===== src/rtl/intlv_wr_ctrl.sv =====
// Interleaver write-side controller: maps each accepted coded bit k onto its
// first-permutation buffer address using an incremental row/column walk.
module intlv_wr_ctrl #(
  parameter int NCBPS  = 192,
  parameter int D      = 16,
  parameter int ADDR_W = 9,
  parameter int CNT_W  = 16
) (
  input  logic              clk,
  input  logic              reset,
  input  logic              data_in,
  input  logic              valid_in,
  input  logic              sof_in,
  output logic              ready_out,
  output logic [ADDR_W-1:0] wraddress,
  output logic              wrdata,
  output logic              valid_prev,
  output logic              block_done,
  output logic              sof_err,
  output logic [CNT_W-1:0]  block_cnt
);

  // state | meaning
  // IDLE  | k = 0, next accepted bit opens a block
  // FILL  | 0 < k < NCBPS, block in progress
  typedef enum logic {IDLE, FILL} state_t;

  localparam logic [ADDR_W-1:0] STEP      = ADDR_W'(NCBPS / D);
  localparam logic [ADDR_W-1:0] LAST_COL  = ADDR_W'(D - 1);
  localparam logic [ADDR_W-1:0] LAST_BASE = ADDR_W'(NCBPS / D - 1);
  localparam logic [ADDR_W-1:0] ONE       = ADDR_W'(1);
  localparam logic [CNT_W-1:0]  CNT_ONE   = CNT_W'(1);

  state_t            r_state;
  state_t            w_state_nxt;
  logic [ADDR_W-1:0] r_addr;
  logic [ADDR_W-1:0] r_col;
  logic [ADDR_W-1:0] r_base;
  logic [ADDR_W-1:0] w_cur_addr;
  logic [ADDR_W-1:0] w_cur_col;
  logic [ADDR_W-1:0] w_cur_base;
  logic [ADDR_W-1:0] w_addr_nxt;
  logic [ADDR_W-1:0] w_col_nxt;
  logic [ADDR_W-1:0] w_base_nxt;
  logic              w_restart;
  logic              w_last;

  assign ready_out = (r_state == IDLE) || (r_state == FILL);

  always_ff @(posedge clk) begin
    if (reset) r_state <= IDLE;
    else       r_state <= w_state_nxt;
  end

  // A mid-block sof restarts the walk so the current bit lands on k = 0.
  always_comb begin
    w_restart  = valid_in && sof_in && (r_state == FILL);
    w_cur_addr = w_restart ? '0 : r_addr;
    w_cur_col  = w_restart ? '0 : r_col;
    w_cur_base = w_restart ? '0 : r_base;
    w_last     = (w_cur_col == LAST_COL) && (w_cur_base == LAST_BASE);
    w_addr_nxt = w_cur_addr + STEP;
    w_col_nxt  = w_cur_col + ONE;
    w_base_nxt = w_cur_base;
    if (w_last) begin
      w_addr_nxt = '0;
      w_col_nxt  = '0;
      w_base_nxt = '0;
    end else if (w_cur_col == LAST_COL) begin
      w_addr_nxt = w_cur_base + ONE;
      w_col_nxt  = '0;
      w_base_nxt = w_cur_base + ONE;
    end
    w_state_nxt = r_state;
    if (valid_in) w_state_nxt = w_last ? IDLE : FILL;
  end

  always_ff @(posedge clk) begin
    if (reset) begin
      r_addr     <= '0;
      r_col      <= '0;
      r_base     <= '0;
      wraddress  <= '0;
      wrdata     <= 1'b0;
      valid_prev <= 1'b0;
      block_done <= 1'b0;
      sof_err    <= 1'b0;
      block_cnt  <= '0;
    end else begin
      valid_prev <= valid_in;
      block_done <= valid_in && w_last;
      sof_err    <= w_restart;
      if (valid_in) begin
        wraddress <= w_cur_addr;
        wrdata    <= data_in;
        r_addr    <= w_addr_nxt;
        r_col     <= w_col_nxt;
        r_base    <= w_base_nxt;
        if (w_last) block_cnt <= block_cnt + CNT_ONE;
      end
    end
  end

endmodule


===== config.mk =====
export PLATFORM = sky130hd
export DESIGN_NAME = intlv_wr_ctrl
export DESIGN_NICKNAME = d
export VERILOG_FILES = /design/src/rtl/intlv_wr_ctrl.sv
export SDC_FILE = /design/constraint.sdc
export NUM_CORES = 1
export LEC_CHECK = 0
export ABC_AREA = 1
export CAP_MARGIN = 30
export CORE_UTILIZATION = 41
export CTS_CLUSTER_SIZE = 10
export DETAILED_ROUTE_END_ITERATION = 16
export GPL_TIMING_DRIVEN = 0
export MAX_ROUTING_LAYER = met4
export SYNTH_ARGS = -nofsm -noshare
export SYNTH_HDL_FRONTEND = slang
export SYNTH_SLANG_ARGS = --single-unit

===== constraint.sdc =====
create_clock -name clk -period 3.53 [get_ports clk]
set_input_delay 0.353 -clock clk [delete_from_list [all_inputs] [get_ports clk]]
set_output_delay 0.353 -clock clk [all_outputs]
set_load 0.02 [all_outputs]

==> summary.md <==
| Metric | Value |
|---|---|
| Run status | completed |
| Fin crit period | roughly 2900 ps |
| Post-synthesis register bit count | 57 |
| Slew Viols, Final | 0 |
| Area Growth Syn to Fin | 19.04% |
| Final Setup Violations | 0 |
| Vias per inst | ~5.2 |
| Tot GR Track Use | between 20 and 25% |
| Data required, critical path | between 3000 and 4000 ps |
| Antenna violations before repair | 0 |
| Top cells by area, synth | dfxtp_1 (36%), nand2_1 (17%), nand3_1 (8.6%), a21oi_1 (8.1%), inv_1 (5.9%) |
| Leak | ~1.5 nW |
| Gp weighted congestion | slightly below 0.9 |
| Multi-input logic area | around 1700 um^2 |
| Worst Hold Launch | reset |
| Post-Route WL | ~9000 um |
| Top delay family on crit path | simple AND/OR/NAND/NOR gates |
| CTS root buf | clkbuf_8 |
| Post-synth top cells | nand2_1 (144), dfxtp_1 (57), nand3_1 (54) |
| Slew headroom | a little under three fifths |
| Measured slew at the worst slew-check pin | around 640 ps |
| Mapped Area | roughly 3100 um^2 |
| Post-synth top area cell | dfxtp_1 |
| Core box area | 7331 um^2 |
| Die X | ~89 um |
| Num Clock Sinks | 57 |
| Final TNS setup | 0 ps |
| Clock latency on the worst-skew pair | about 340 ps |
| Primary FF master, synth | dfxtp_1 |
| Post-route DRC | 0 |
| Library cells used by synthesis | 28 |
| Worst Setup End Kind | register |
| Top-count cell post-synth | nand2_1 |
| # rows | 31 |
| Vias | approximately 3.3k |
| # IOs | 35 |
| NumNets Final | ~540 |
| Beginning of the worst register-to-register path | r_state |
| Setup Buffers After CTS | 0 |
| Final worst path period share | about four fifths |
| 1st-iter DRT viols | 308 |
| Max frequency | 348.7 MHz |
| Pre-CTS WS | 373.1 ps |
| PortBufs | 31 |
| Crit start category | input pin |
| Worst Setup SP | sof_in |
| VDD IR max | 0.0002004 V |
| Max-cap violations | 0 |
| Number of hold buffers added after cts | 0 |
| Die Footprint | ~8000 um^2 |
| Setup CP Type | input pin to register |
| CTS tree | yes |
| Area occupied by registers | 1141 um^2 |
| Global-route wire length before repair | approximately 14,000 um |
| WP buf/inv | 4 |
| Clk_skew | about 6.1 ps |
| Number of diodes | 0 |
| HPWL Detailed | between 6000 and 7000 um |
| Max FO, Critical Path | 10 |
| Layout fillers | 747 |
| Largest net degree at the start of global routing | 11 |
| Clock buffer depth | 2 |
| Crit path max-delay cell type | clkdlybuf4s50_1 |
| CP Data Arrival Time | between 3000 and 4000 ps |
| Share of layout cells above drive strength 1 | under 10% |
| CP peak stage delay | 440 ps |
| Initial Util | between 40% and 50% |
| Reg clk slew, reported paths | approximately 70 ps |
| Asr flop ratio synth | 0% |
| Ys Warns | 0 |
| H-tree level count | 3 |
| Post_cts resized | 0 |
| Die Y-Extent | between 80 and 90 um |
| Setup ws final | 662.1 ps |
| Post-Syn Nets | 499 |
| Vias in the first global route | approximately 2.8k |
| Sequential share of the synthesized area | between 30% and 40% |
| Routed wire length per instance | about 14 um |
| Final Hold Vio Count | 0 |
| FF-to-FF setup slack | 800 ps |
| Synthesized instance count | 490 |
| CP cell instances | clkdlybuf4s50_1 > nand3_4 > buf_4 > buf_2 > nand2_1 > inv_1 > ha_1 > nand2_1 > nor2_1 > nand2_1 > nor2_1 > nand3_1 > nand2_1 > nor2_1 > nor2_1 > nor2_1 |
| RSZ-0062 raised after global routing | no |
| Cell Pwr Density | 347.7 nW/um^2 |
| Syn_area_per_cell | ~6.4 um^2 |
| HP Class | input pin to register |
| Yosys top cell area share | 36.41% |
| Routed Antenna Nets | 0 |
| Total iterations of the first detailed-routing run | 6 |
| Post-synth EDFFs | 0 |
| CTS Buf Count | 9 |
| Cell mode on critical path | nor2_1 |
| Grt ovf | 0 |
## layout make-up
| class | instances | area share [%] |
|---|---|---|
| Inverter | 52 | 5.231 |
| Buffer | 24 | 3.119 |
| Tap cell | 99 | 3.320 |
| Clock buffer | 10 | 3.421 |
| Timing Repair Buffer | 31 | 8.317 |
| Clock inverter | 6 | 0.9390 |
| Multi-Input combinational cell | 357 | 45.07 |
| Sequential cell | 57 | 30.58 |
## per-layer routing
layer / GRT usage (%) / vias to the layer above / wire, um
met5: - / - / 0
met4: 8.658 / 0 / 107
met3: 3.509 / 13 / 542
met2: 33.87 / 105 / 3904
met1: 35.83 / 1537 / 4445
li1: - / 1668 / -
## registers in the layout (all words and copies together) (netlist names)
name / cells
r_addr: 9
valid_prev: 1
block_cnt: 16
wrdata: 1
block_done: 1
r_base: 9
wraddress: 9
r_col: 9
r_state: 1
sof_err: 1
## report_power, final
part	internal, mW	switching (mW)
registers	0.657	0.00844
clock network	0.249	0.274
logic	0.0365	0.0728
## cells by family after synthesis
| logic type | after synthesis | share of synthesized area (%) |
|---|---|---|
| compound gates | 80 | 12.93 |
| xor+xnor | 9 | 2.515 |
| fa+ha+maj | 4 | 1.597 |
| buf+inv | 76 | 9.940 |
| flops | 57 | 36.41 |
| other cells | 1 | 0.1196 |
| simple gates | 263 | 36.49 |
## worst paths after layout
path	to	depth (start not counted)
max	r_addr[2]	16
min	r_base[2]	2
min reg2reg	r_addr[1]	2
max reg2reg	r_addr[2]	15
## stage by stage
stage | utilization [%] | instances | total power [mW] | cell area, um^2 | hold WS, ps
2_1_floorplan | - | 490 | 0.7462 | 3134 | 444.2
3_3_place_gp | 48.68 | 620 | 0.7879 | 3568 | 452.7
3_5_place_dp | 48.68 | 620 | 0.7879 | 3568 | 459.6
4_1_cts | 50.90 | 636 | 1.310 | 3731 | 339.0
5_1_grt | 50.90 | 636 | 1.354 | 3731 | 361.5
6_report | 50.90 | 636 | 1.297 | 3731 | 348.7
## cell usage in the layout, fill, tap and decap left out, types with 4 or more instances in the layout
cell             count
nor3_1              13
xor2_1               8
nand3_1             54
clkinv_2             4
clkbuf_1            11
inv_1               49
o21ai_0             19
clkdlybuf4s50_1     31
a21oi_1             51
buf_2                6
ha_1                 4
buf_4                5
clkbuf_8             9
nand2_1            144
dfxtp_1             57
o21ai_1              8
nand4_1              9
nor2_1              32
## worst reg2reg max path, delay by kind of cell (launching register included)
family        cells  cell delay [ps]
fa+ha+maj         1              290
buf+inv           3              570
flops             1              340
simple gates     11             1400
Note: power is estimated with default switching activity, not from simulation.
